[config.mk]
export PLATFORM = sky130hd
export DESIGN_NAME = cmp_share_arbiter
export DESIGN_NICKNAME = d
export VERILOG_FILES = /design/src/rtl/cmp_share_arbiter.sv
export SDC_FILE = /design/constraint.sdc
export NUM_CORES = 1
export LEC_CHECK = 0
export BUFFER_PORTS_ARGS = -buffer_cell sky130_fd_sc_hd__buf_2
export CAP_MARGIN = 40
export CORE_UTILIZATION = 25
export CTS_CLUSTER_DIAMETER = 200
export CTS_CLUSTER_SIZE = 30
export DETAILED_ROUTE_END_ITERATION = 8
export MAX_ROUTING_LAYER = met4
export PLACE_DENSITY = 0.61
export SYNTH_ARGS = -nofsm -noshare
export SYNTH_HDL_FRONTEND = slang
export SYNTH_SLANG_ARGS = --single-unit
[constraint.sdc]
create_clock -name clk -period 4.3 [get_ports clk]
set_input_delay 0.43 -clock clk [delete_from_list [all_inputs] [get_ports clk]]
set_output_delay 0.43 -clock clk [all_outputs]
set_load 0.01 [all_outputs]
[src/rtl/cmp_share_arbiter.sv]
// Round-robin sharing of one pipelined FP less-or-equal comparator among NREQ requesters.
// Each issued operation's requester tag rides a shift pipe so the comparator result is steered back.
module cmp_share_arbiter #(
    parameter int WIDTH   = 35,
    parameter int NREQ    = 4,
    parameter int TAGW    = 2,
    parameter int CMP_LAT = 4
) (
    input  logic                        clk,
    input  logic                        rst,
    input  logic [NREQ-1:0]             req_valid,
    input  logic [NREQ*(WIDTH+1)-1:0]   req_a,
    input  logic [NREQ*(WIDTH+1)-1:0]   req_b,
    output logic [NREQ-1:0]             req_ready,
    output logic [WIDTH:0]              cmp_a,
    output logic [WIDTH:0]              cmp_b,
    input  logic                        cmp_le,
    output logic [NREQ-1:0]             rsp_valid,
    output logic [NREQ-1:0]             rsp_le,
    input  logic [NREQ-1:0]             rsp_ready,
    output logic                        busy
);
    localparam int unsigned OPW = WIDTH + 1;
    localparam int unsigned NR  = NREQ;
    localparam int unsigned LAT = CMP_LAT;

    logic [TAGW-1:0]  r_ptr;
    logic [NREQ-1:0]  r_out;
    logic [NREQ-1:0]  r_rsp_valid;
    logic [NREQ-1:0]  r_rsp_le;
    logic [WIDTH:0]   r_cmp_a;
    logic [WIDTH:0]   r_cmp_b;
    // Stage 0 covers the cmp_a/cmp_b register cycle, so the pipe is LAT+1 deep.
    logic [LAT:0]     r_pv;
    logic [TAGW-1:0]  r_pt [LAT+1];

    logic [NREQ-1:0]  w_elig;
    logic [NREQ-1:0]  w_grant;
    logic [NREQ-1:0]  w_ret;
    logic             w_gany;
    logic [TAGW-1:0]  w_gsel;
    logic [TAGW-1:0]  w_cand;
    logic [WIDTH:0]   w_opa;
    logic [WIDTH:0]   w_opb;

    assign w_elig = req_valid & ~r_out & {NREQ{rst}};

    always_comb begin
        w_gany  = 1'b0;
        w_gsel  = '0;
        w_cand  = '0;
        w_grant = '0;
        w_opa   = '0;
        w_opb   = '0;
        for (int unsigned off = 0; off < NR; off++) begin
            w_cand = TAGW'((32'(r_ptr) + off) % NR);
            if (!w_gany && w_elig[w_cand]) begin
                w_gany          = 1'b1;
                w_gsel          = w_cand;
                w_grant[w_cand] = 1'b1;
            end
        end
        for (int unsigned i = 0; i < NR; i++) begin
            if (w_grant[i]) begin
                w_opa = req_a[i*OPW +: OPW];
                w_opb = req_b[i*OPW +: OPW];
            end
        end
    end

    always_comb begin
        w_ret = '0;
        if (r_pv[LAT]) w_ret[r_pt[LAT]] = 1'b1;
    end

    always_ff @(posedge clk or negedge rst) begin
        if (!rst) begin
            r_ptr       <= '0;
            r_out       <= '0;
            r_rsp_valid <= '0;
            r_rsp_le    <= '0;
            r_cmp_a     <= '0;
            r_cmp_b     <= '0;
            r_pv        <= '0;
            for (int unsigned s = 0; s <= LAT; s++) r_pt[s] <= '0;
        end else begin
            if (w_gany) begin
                r_ptr   <= TAGW'((32'(w_gsel) + 1) % NR);
                r_cmp_a <= w_opa;
                r_cmp_b <= w_opb;
            end
            r_pv    <= {r_pv[LAT-1:0], w_gany};
            r_pt[0] <= w_gsel;
            for (int unsigned s = 1; s <= LAT; s++) r_pt[s] <= r_pt[s-1];
            r_out       <= (r_out & ~(r_rsp_valid & rsp_ready)) | w_grant;
            r_rsp_valid <= (r_rsp_valid & ~rsp_ready) | w_ret;
            r_rsp_le    <= (r_rsp_le & ~w_ret) | (w_ret & {NREQ{cmp_le}});
        end
    end

    assert property (@(posedge clk) disable iff (!rst) r_pv[LAT] |-> (32'(r_pt[LAT]) < NR));

    assign req_ready = w_grant;
    assign cmp_a     = r_cmp_a;
    assign cmp_b     = r_cmp_b;
    assign rsp_valid = r_rsp_valid;
    assign rsp_le    = r_rsp_le;
    assign busy      = |r_out;
endmodule

==> impl_metrics.env <==
export IMPL_outcome="complete, no violations"
export IMPL_synth_simple_area_share_pct=8.74
export IMPL_synth_area_leaders="dfrtp_1 42%, a221o_1 12%, a22o_1 11%, o32ai_1 10%, nand2_1 5.3%"
export IMPL_drcViolationCount=0
export IMPL_die_h_um=158
export IMPL_synth_compound_area_share_pct=36.4
export IMPL_synth_distinct_cells=44
export IMPL_worstPathMaxFanout=28
export IMPL_tightest_slew_ns=0.791
export IMPL_drt_first_pass_iters=5
export IMPL_grt_pass1_vias=6498
export IMPL_cts_resized=0
export IMPL_antenna_left=0
export IMPL_synthArstFlopShare_pct=100
export IMPL_grt_pass1_wl_mm=35.6
export IMPL_portBuffers=383
export IMPL_die_area_um2=25000
export IMPL_fmax_mhz=260
export IMPL_cts_tree="built"
export IMPL_syn_avg_cell_area_um2=9.84
export IMPL_cts_made_buffers=9
export IMPL_yosysTopAreaCell="dfrtp_1"
export IMPL_clock_sinks=101
export IMPL_wire_per_inst_um=18.7
export IMPL_synthCells=618
export IMPL_route_vias_total=6673
export IMPL_path_clk_slew_ns=0.08
export IMPL_power_uw=5990
export IMPL_setup_violations=0
export IMPL_synthXorXnorAreaFrac_pct=0.288
export IMPL_die_w_um=158
export IMPL_ff_latch_area_um2=2530
export IMPL_skew_ns=0.0123
export IMPL_finalNetCount=1271
export IMPL_cp_data_required_time_ns=3.87
export IMPL_report_final_slew_viol_count=0
export IMPL_ys_warn_count=0
export IMPL_synth_flop_cell="dfrtp_1"
export IMPL_p_per_area_nw_per_um2=699
export IMPL_hold_viol=0
export IMPL_multi_input_area_um2=2950
export IMPL_drive_above_1_share_pct=44.8
export IMPL_clkLatencyLatePin_ns=0.36
export IMPL_grt_usage_pct=19.4
export IMPL_ys_ff_latch=101
export IMPL_timing_hold_ws_ns=0.264
export IMPL_viasPerCell=5.16
export IMPL_setup_tns_ns=0
export IMPL_grt_overflow=0
export IMPL_gp_congestion=0.884
export IMPL_synthMuxAreaShare_pct=1.11
export IMPL_rsz0062_at_grt="false"
export IMPL_ir_drop_uv=342
export IMPL_cp_end_kind="output pin"
export IMPL_place_area_um2=8240
export IMPL_grt_max_degree=73
export IMPL_wirelength_mm=24.2
export IMPL_crit_path_start_kind="flip-flop"
export IMPL_yosysTopAreaCellShare_pct=41.6
export IMPL_post_route_util_pct=36.2
export IMPL_drtIter0Drc=419
export IMPL_clk_path_buf_depth=2
export IMPL_fin_area_um2=8570
export IMPL_synth_edf_count=0
export IMPL_post_cts_buffers=0
export IMPL_synth_net_count=923
export IMPL_fin_crit_sh_pct=89.4
export IMPL_place_hpwl_mm=16.9
export IMPL_fill_cells=2513
export IMPL_htree_levels=3
export IMPL_synth_top_family_by_area="compound AO/OA/AOI/OAI gates"
export IMPL_relSlewSlack_pct=47.3
export IMPL_hold_path_class="in -> reg"
export IMPL_leakagePower_uw=0.00476
export IMPL_core_area_um2=23700
export IMPL_cp_arrival_ns=3.41
export IMPL_fin_crit_ns=3.84
export IMPL_antenna_found_initial=2
export IMPL_seq_area_frac_synth_pct=41.6
export IMPL_ctsRootBufferMaster="clkbuf_16"
export IMPL_io_pins=384
export IMPL_cap_violations=0
export IMPL_start_util_pct=25.7
export IMPL_synth_adder_area_share_pct=1.23
export IMPL_netlist_area_um2=6080
export IMPL_path_class="reg -> out"
export IMPL_std_cell_rows=56
export IMPL_area_growth_pct=41.0
registers in the layout, summed over array words and instances (netlist names), named ones only:
signal / flops
cmp_a: 36
cmp_b: 36
r_out: 4
r_pt: 10
r_ptr: 2
r_pv: 5
rsp_valid: 4
cell families (layout without fill, tap and decap cells):
kind of cell / after synthesis / in the layout
AOI/OAI and AO/OA: 244 / 244
and+or+nand+nor: 113 / 113
other: 0 / 2
adders and majority gates: 6 / 6
xor gates and xnor gates: 2 / 2
muxes: 6 / 6
buffers and inverters: 146 / 499
DFF: 101 / 101
report_power, final:
group          internal, µW  leakage (µW)  switching, µW
Combinational          1530       0.00331           1990
Clock                   423      0.000154            438
Sequential             1360       0.00129            247
layout by cell type (no fill, tap or decap), drive strengths merged, types with 2 or more instances in the layout:
cell,n
nand3,4
dfrtp,101
a21oi,3
a21o,7
a221o,73
clkbuf,9
mux2,6
o21ai,5
diode,2
ha,6
clkinv,3
nand4b,2
inv,87
or3,2
nand2,86
o32ai,72
a21boi,2
nor2,7
nor3b,2
a22o,75
a221oi,4
nand4bb,2
buf,399
xnor2,2
path summary, 6_finish.rpt:
kind                                     end  cells past startpoint         start  slack (ns)
worst max-delay path            req_ready[3]                      8      r_ptr[0]        0.46
max in group asynchronous          cmp_b[19]                      4           rst        2.27
worst max register to register     cmp_b[29]                      9      r_ptr[0]        0.61
worst min-delay path            rsp_valid[2]                      2  rsp_ready[2]        0.26
min in group asynchronous           r_out[2]                      2           rst        0.45
worst min register to register       r_pt[2]                      0       r_pt[4]        0.35
repair_timing:
item / in CTS / in global routing
setup endpoints to repair: 0 / 0
hold endpoints to repair: 1 / 0
hold buffers: 1 / 0
cell type report:
type                            count  share of cell area, %
Sequential cell                   101                   29.5
Inverter                           83                   3.63
Tap cell                          319                   4.65
Multi-Input combinational cell    371                   34.4
Timing Repair Buffer              400                   24.0
Clock inverter                      7                   1.07
Clock buffer                        9                   2.63
Antenna cell                        2                 0.0584
metal layers:
layer | wire, µm | up-vias | track usage (%)
met5 | 0 | - | -
met2 | 11600 | 378 | 31.4
met1 | 10100 | 3173 | 23.7
li1 | - | 3084 | -
met3 | 1830 | 38 | 3.59
met4 | 685 | 0 | 8.01
Yosys cell counts, types with 2 or more instances:
| library cell | n |
|---|---|
| nand4bb_1 | 2 |
| mux2_2 | 6 |
| buf_6 | 9 |
| nand4b_1 | 2 |
| nand2_1 | 86 |
| o21ai_1 | 3 |
| buf_4 | 6 |
| o32ai_1 | 72 |
| dfrtp_1 | 101 |
| o21ai_0 | 2 |
| a21oi_1 | 2 |
| a21o_1 | 7 |
| xnor2_1 | 2 |
| or3_1 | 2 |
| buf_2 | 9 |
| a22o_1 | 75 |
| nand3_1 | 4 |
| ha_1 | 6 |
| a221o_1 | 72 |
| nor2_1 | 6 |
| a221oi_2 | 3 |
| inv_1 | 82 |
| clkbuf_1 | 38 |
per-stage QoR:
stage / setup slack, ns / cells
floorplan: 1.60 / 618
global placement: 0.739 / 1273
detailed placement: 0.623 / 1273
CTS: 0.473 / 1290
global route: 0.300 / 1292
finish: 0.458 / 1292
worst max-delay path, stage by stage, from the launching register on:
cell and delay (ns):
dfrtp_1 0.57, inv_1 0.19, ha_1 0.40, a21o_1 0.22, a221oi_1 0.52, a22o_1 0.23, a221o_4 0.27, buf_4 0.39
buf_2 0.25
Power figures use the tool's default switching activity.
